File: config.mk
export PLATFORM = sky130hd
export DESIGN_NAME = mem_arbiter
export DESIGN_NICKNAME = d
export VERILOG_FILES = /design/src/rtl/mem_arbiter.sv
export SDC_FILE = /design/constraint.sdc
export NUM_CORES = 1
export LEC_CHECK = 0
export BUFFER_PORTS_ARGS = -buffer_cell sky130_fd_sc_hd__buf_2
export CAP_MARGIN = 10
export CORE_AREA = 2 2 106 108
export DETAILED_ROUTE_END_ITERATION = 8
export DIE_AREA = 0 0 108 110
export PLACE_DENSITY = 0.67
export SLEW_MARGIN = 20
export SYNTH_ARGS = -nofsm -noshare
export SYNTH_HDL_FRONTEND = slang
export SYNTH_SLANG_ARGS = --single-unit
export TNS_END_PERCENT = 10
File: constraint.sdc
create_clock -name CLK -period 2.53 [get_ports CLK]
set_clock_uncertainty 0.1 [all_clocks]
set_input_delay 0.1265 -clock CLK [delete_from_list [all_inputs] [get_ports CLK]]
set_output_delay 0.1265 -clock CLK [all_outputs]
set_load 0.02 [all_outputs]
File: src/rtl/mem_arbiter.sv
// -----------------------------------------------------------------------------
// mem_arbiter
//
// Grants the single RAM port to either the instruction cache or the data
// cache. The data cache has priority, but it is never granted twice in a row
// while an instruction fill is pending. Each grant is bounded by a timeout;
// a timed-out grant spends one cycle in RECOVER and is then re-arbitrated.
//
// Ports:
//   CLK, nRST          clock, asynchronous active-low reset
//   iREN, iaddr        icache fill request / word address
//   iwait, iload       icache handshake (low on completion) / fill data
//   dREN, dWEN         dcache read / write request (write wins)
//   daddr, dstore      dcache word address / write data
//   dwait, dload       dcache handshake (low on completion) / read data
//   ramREN, ramWEN     RAM strobes
//   ramaddr, ramstore  RAM address / write data
//   ramload, ramstate  RAM read data / status (FREE, BUSY, ACCESS, ERROR)
//   timeouts           saturating count of timed-out grants
// -----------------------------------------------------------------------------
module mem_arbiter #(
  parameter int TIMEOUT = 64,
  parameter int CW      = 7
) (
  input  logic        CLK,
  input  logic        nRST,
  input  logic        iREN,
  input  logic [31:0] iaddr,
  output logic        iwait,
  output logic [31:0] iload,
  input  logic        dREN,
  input  logic        dWEN,
  input  logic [31:0] daddr,
  input  logic [31:0] dstore,
  output logic        dwait,
  output logic [31:0] dload,
  output logic        ramREN,
  output logic        ramWEN,
  output logic [31:0] ramaddr,
  output logic [31:0] ramstore,
  input  logic [31:0] ramload,
  input  logic [1:0]  ramstate,
  output logic [7:0]  timeouts
);

  localparam logic [1:0] S_IDLE    = 2'd0;
  localparam logic [1:0] S_IGNT    = 2'd1;
  localparam logic [1:0] S_DGNT    = 2'd2;
  localparam logic [1:0] S_RECOVER = 2'd3;

  localparam logic [1:0] RAM_ACCESS = 2'd2;

  logic [1:0]    state_q, state_d;
  logic          last_d_q, last_d_d;
  logic [CW-1:0] cnt_q, cnt_d;
  logic [7:0]    timeouts_q, timeouts_d;

  logic d_req;
  logic access;
  logic grant;
  logic req_held;

  // Data cache first, unless it was served last and a fill is waiting.
  function automatic logic [1:0] arbitrate(input logic d, input logic i, input logic ld);
    if (d && !(ld && i)) return S_DGNT;
    else if (i)          return S_IGNT;
    else                 return S_IDLE;
  endfunction

  assign d_req    = dREN | dWEN;
  assign access   = (ramstate == RAM_ACCESS);
  assign grant    = (state_q == S_IGNT) || (state_q == S_DGNT);
  assign req_held = (state_q == S_IGNT) ? iREN : d_req;

  assign iload    = ramload;
  assign dload    = ramload;
  assign timeouts = timeouts_q;

  // RAM port and handshakes. Strobes are gated by the live request so a
  // withdrawn request drops the strobe in the same cycle.
  always_comb begin
    ramREN   = 1'b0;
    ramWEN   = 1'b0;
    ramaddr  = '0;
    ramstore = '0;
    iwait    = 1'b1;
    dwait    = 1'b1;
    case (state_q)
      S_IGNT: begin
        ramaddr = iaddr;
        ramREN  = iREN;
        iwait   = !(iREN && access);
      end
      S_DGNT: begin
        ramaddr  = daddr;
        ramstore = dstore;
        ramWEN   = dWEN;
        ramREN   = dREN & ~dWEN;
        dwait    = !(d_req && access);
      end
      default: ;
    endcase
  end

  // Next-state logic. ERROR is deliberately handled like BUSY: only the
  // timeout path leaves a grant that never sees ACCESS.
  always_comb begin
    state_d    = state_q;
    last_d_d   = last_d_q;
    cnt_d      = cnt_q;
    timeouts_d = timeouts_q;
    if (!grant) begin
      state_d = arbitrate(d_req, iREN, last_d_q);
      cnt_d   = '0;
    end else if (!req_held) begin
      state_d = S_IDLE;
      cnt_d   = '0;
    end else if (access) begin
      // Arbitrate with the updated flag so back-to-back grants alternate.
      last_d_d = (state_q == S_DGNT);
      state_d  = arbitrate(d_req, iREN, last_d_d);
      cnt_d    = '0;
    end else if (cnt_q == CW'(TIMEOUT - 1)) begin
      state_d = S_RECOVER;
      cnt_d   = '0;
      if (timeouts_q != 8'hFF) timeouts_d = timeouts_q + 8'd1;
    end else begin
      cnt_d = cnt_q + 1'b1;
    end
  end

  always_ff @(posedge CLK or negedge nRST) begin
    if (!nRST) begin
      state_q    <= S_IDLE;
      last_d_q   <= 1'b0;
      cnt_q      <= '0;
      timeouts_q <= '0;
    end else begin
      state_q    <= state_d;
      last_d_q   <= last_d_d;
      cnt_q      <= cnt_d;
      timeouts_q <= timeouts_d;
    end
  end

endmodule

### Yosys cells after proc, flatten, opt, wreduce, memory -nomap -nowiden

Cells that the tools add are included.

| storage, ports and cells | value |
|---|---|
| bits of input ports | 135 |
| logic and storage cells | 47 |
| flip-flop bits (word level) | 18 |
| output and inout port bits | 140 |

| cells by class | value |
|---|---|
| $add $sub $neg | 2 |
| equality and inequality tests | 6 |
| muxes and demuxes | 18 |
| reduce and logical (&&, ||, !) cells | 13 |
| bitwise operators | 4 |

Operator list:

| operator | count |
|---|---|
| $pmux 32 s2 | 1 |
| $mux 32 | 1 |
| $mux 7 | 4 |
| $mux 2 | 6 |
| $add 8x1->8 const B | 1 |
| $ne 8x8->1 const B | 1 |
| $add 7x1->7 const B | 1 |
| $eq 7x6->1 const B | 1 |
| $logic_and 1x1->1 | 6 |
| $mux 1 | 5 |
| $reduce_and 5->1 | 1 |
| $eq 2x2->1 const B | 2 |
| $logic_not 1->1 | 4 |
| $ne 4x3->1 const B | 1 |
| $reduce_and 3->1 | 1 |
| $eq 2x1->1 const B | 1 |
| $not 1->1 | 2 |
| $pmux 1 s2 | 1 |
| $and 1x1->1 | 1 |
| $logic_or 1x1->1 | 1 |
| $or 1x1->1 | 1 |

### Depth between registers and ports, before layout

| logic depth | value |
|---|---|
| depth after elaboration | 8 |
| depth in mapped cells | 8 |

### Least setup slack after synthesis

No wires, ideal clock.

| timing path | value |
|---|---|
| kind | reg2reg |
| start point | register state_q[0] |
| end point | register timeouts_q[1], in the netlist timeouts[1] |
| required time | 2.305 ns |
| period minus slack after synthesis | 2.259 ns |
| stages on the path, launching flop included | 7 |
| arrival | 2.034 ns |
| slack | 0.271 ns |
| setup time | 0.125 ns |
| buffers on the path | 1 |
| path through | dfrtp_1 > inv_1 > ha_1 > clkbuf_1 > or4_4 > nor3_1 > mux2_2 |

| between the ends | value |
|---|---|
| cells in the longest elaborated chain, start to end | 3 |
| elaborated cells between the ends (all ways) | 5 |
| classes of those cells | eq/ne (2); mux (1); reduce/logical (2) |

RTL lines:

| item | line | RTL |
|---|---|---|
| start: declaration | 53 | `logic [1:0] state_q, state_d;` |
| start signal: assignment | 139 | `state_q <= state_d;` |
| $eq 2x1->1 or $eq 2x2->1 (tied branches) | 72, 73 |  |
| $mux 1 or $logic_or 1x1->1 (tied branches) | 73, 72 |  |
| $reduce_and 5->1 (no line) (*) | -- |  |
| end signal: assignment | 142 | `timeouts_q <= timeouts_d;` |
| end: declaration | 56 | `logic [7:0] timeouts_q, timeouts_d;` |

Every way passes the cells marked *; elsewhere a longest branch is shown, timed or not.
A chain may end at the register's enable or synchronous reset.

### Worst setup path after layout

| timing path | value |
|---|---|
| start point | register state_q[1] |
| end point | register timeouts_q[1], in the netlist timeouts[1] |

The elaborated chain is that of the path after synthesis.

==> results.yml <==
worst_hold_path:
  hold_path.class: "in2out"
  hold_start: "ramload[16]"
  worstHoldPathCells: 0
  hold_end: "dload[16]"
global_route:
  grt_pass1_vias: 2081
  met1_usage_pct: 15.2
  antenna_found_initial: 0
  use_met3_pct: 2.76
  grt_pass1_wl_um: 11200
  grtUsageTotal_pct: 12.3
  overflow: 0
  gr-usage-met2_pct: 22.0
  busiest_layer: "met2"
  grt_max_degree: 37
outcome:
  outcome: "finished, final reports clean"
synthesis:
  yosysTopAreaCell: "buf_4"
  synth_nets: 413
  syn_inst: 274
  post_synth_and_or_nand_nor_area_fraction_pct: 29.1
  synth_warnings: 0
  synth_fa_ha_area_share_pct: 2.37
  syn_area_per_cell_um2: 7.71
  ys_seq_area_share_pct: 21.3
  synth_top_family_by_area: "simple AND/OR/NAND/NOR gates"
  async_flop_share_pct: 100
  synthTopCellsByArea: "buf_4 (23%), dfrtp_1 (21%), a22oi_1 (11%), and2_1 (9.8%), nor2_1 (8.0%)"
  netlist.area_leader.share_pct: 22.7
  synth-xor-area-share_pct: 4.14
  synth_area_um2: 2110
  synth_edf_count: 0
  synth.distinct_cells: 35
  synth_mux_area_share_pct: 1.60
  ys_ff_latch: 18
  synth_compound_area_share_pct: 14.3
  synth_flop_cell: "dfrtp_1"
clock_tree:
  cts_root_buf: "clkbuf_8"
  ctsHtreeMaxLevel: 1
  cts_buffers: 3
  clk_pin_slew_ns: 0.07
  clockBufferDepth: 2
  cts_tree: "yes"
  clkLatencyLatePin_ns: 0.26
  numClockSinks: 18
worst_setup_path:
  worstPathArrival_ns: 2.31
  regToRegSetupSlack_ns: 0.27
  cpPeakStageDelay_ns: 0.57
  cp_data_required_time_ns: 2.58
  r2r_end: "timeouts[1]"
  start_kind: "register"
  cp_cell_sequence: "inv_1, ha_1, nor3_1, or4_4, nor3_1, mux2_2"
  path_class: "reg2reg"
  crit_top_cell: "nor3_1"
  path_max_fanout: 8
  crit_path_end_kind: "register"
  r2r_cells: 6
  rr_startpoint: "state_q[1]"
  cp_slowest_cell: "or4_4"
power:
  ir_drop_v: 0.000397
  p_leak_nw: 1.47
  power.density_nw_per_um2: 1010
route:
  post-route-drc-count: 0
  firstDrtPassIters: 4
  vias: 2298
  ant_nets: 0
  vias_per_cell: 4.40
  routed_wl_um: 8220
  drtIter0Drc: 148
  detail_route.wl_per_cell_um: 15.8
die:
  coreArea_um2: 10700
  num_io_pins: 275
  fp.dieH_um: 110
  dieWidth_um: 108
  initial_core_util_pct: 19.8
  row_count: 38
  dieArea_um2: 11900
timing:
  setup_violations: 0
  fin_setup_tns_ns: 0
  min_period_over_period_pct: 89.2
  slew_headroom_pct: 68.6
  slew_violations: 0
  min_period_ns: 2.26
  finalHoldViolations: 0
  fmax_mhz: 443
  whs_ns: 0.153
  rsz0062_at_grt: "false"
  max_slew.worst_pin.slew_ns: 0.470
placed_design:
  gp_congestion: 0.835
  dp.cells: 517
  place_hpwl_um: 6960
  io_buffer_count: 178
cells_and_area:
  final_cells: 522
  syn2layout_area_growth_pct: 30.1
  antennaDiodeCount: 0
  num-nets-final: 522
  drive_above_1_share_pct: 52.1
flow_run:
  max_cap_violations: 0
-- power by group --
part | total [W] | switching (W) | internal (W)
clock network | 0.000236 | 0.0000978 | 0.000139
logic | 0.00217 | 0.00141 | 0.000761
registers | 0.000365 | 0.0000346 | 0.000331
total | 0.00277 | 0.00154 | 0.00123
-- final cells by class --
| class | instances | area, um^2 |
|---|---|---|
| timing repair buffer | 186 | 966 |
| multi-input combinational | 171 | 1090 |
| tap | 140 | 175 |
| fill | 1175 | 7950 |
| inverter | 3 | 11.3 |
| sequential | 18 | 450 |
| clock buffer | 4 | 55.1 |
-- through the flow --
step	instance area [um^2]	setup WS, ns	utilization (%)	total power, W
floorplan	2110	0.271	-	0.00195
global placement	2680	0.339	25.1	0.00252
detailed placement	2680	0.275	25.1	0.00255
CTS	2750	0.260	25.7	0.00281
global route	2750	0.159	25.7	0.00298
finish	2750	0.274	25.7	0.00277
-- worst max-delay path by stage --
stage	startpoint	endpoint	slack, ns	depth (start not counted)
after floorplan	state_q[0]	timeouts[1]	0.27	6
after global placement	state_q[0]	timeouts[1]	0.34	5
after detailed placement	state_q[1]	timeouts[1]	0.27	6
after CTS	state_q[1]	timeouts[1]	0.26	6
after global routing	state_q[1]	timeouts[1]	0.16	6
final	state_q[1]	timeouts[1]	0.27	6
-- per-layer routing --
layer / share of wire [%] / vias up
li1: - / 1074
met1: 40 / 1084
met2: 51 / 135
met3: 9.0 / 5
met4: 0.78 / 0
met5: 0 / -
-- worst max-delay path, delay by kind of cell, from the launching register on --
family	cells	cell delay (ns)
fa+ha+maj	1	0.20
mux	1	0.37
simple gates	3	1.00
flops	1	0.41
buf+inv	1	0.07
-- logic make-up (layout without fill, tap and decap cells) --
group	after synthesis	count (layout)
AO/OA/AOI/OAI	41	41
XOR/XNOR	10	10
adder cells (fa/ha/maj)	4	4
buffers and inverters	85	193
flip-flops	18	18
multiplexers	3	3
AND/OR/NAND/NOR	113	113
-- placed cells by master, fill, tap and decap left out, drive strengths merged, types with 2 or more instances in the layout --
| master | instances |
|---|---|
| nand4 | 3 |
| dfrtp | 18 |
| o21ai | 2 |
| nor3 | 3 |
| buf | 185 |
| mux2 | 3 |
| or3 | 2 |
| inv | 3 |
| xor2 | 8 |
| xnor2 | 2 |
| a22oi | 32 |
| ha | 4 |
| nand3 | 8 |
| and2 | 33 |
| nor2b | 2 |
| a21oi | 2 |
| nand2b | 3 |
| nor2 | 45 |
| nand2 | 6 |
| nor4 | 4 |
| clkbuf | 4 |
-- timing repair --
action	in CTS	in global routing
buffers inserted	0	0
gates resized for setup	0	0
hold buffers	1	0
endpoints found under the hold margin	18	0
-- Yosys cell counts, types with 2 or more instances --
cell	n
a21oi_1	2
a22oi_1	32
and2_1	33
buf_1	2
buf_4	64
buf_6	2
clkbuf_1	14
dfrtp_1	18
ha_1	4
inv_1	3
mux2_2	3
nand2_1	6
nand2b_1	3
nand3_1	8
nand4_1	3
nor2_1	45
nor3_1	3
nor4_2	2
o21ai_0	2
or3_1	2
xnor2_1	2
xor2_1	8
-- flip-flops by register name, summed over array words and instances, names as in the netlist --
| signal | flops |
|---|---|
| cnt_q | 7 |
| last_d_q | 1 |
| state_q | 2 |
| timeouts | 8 |
Note: power is estimated with default switching activity, not from simulation.
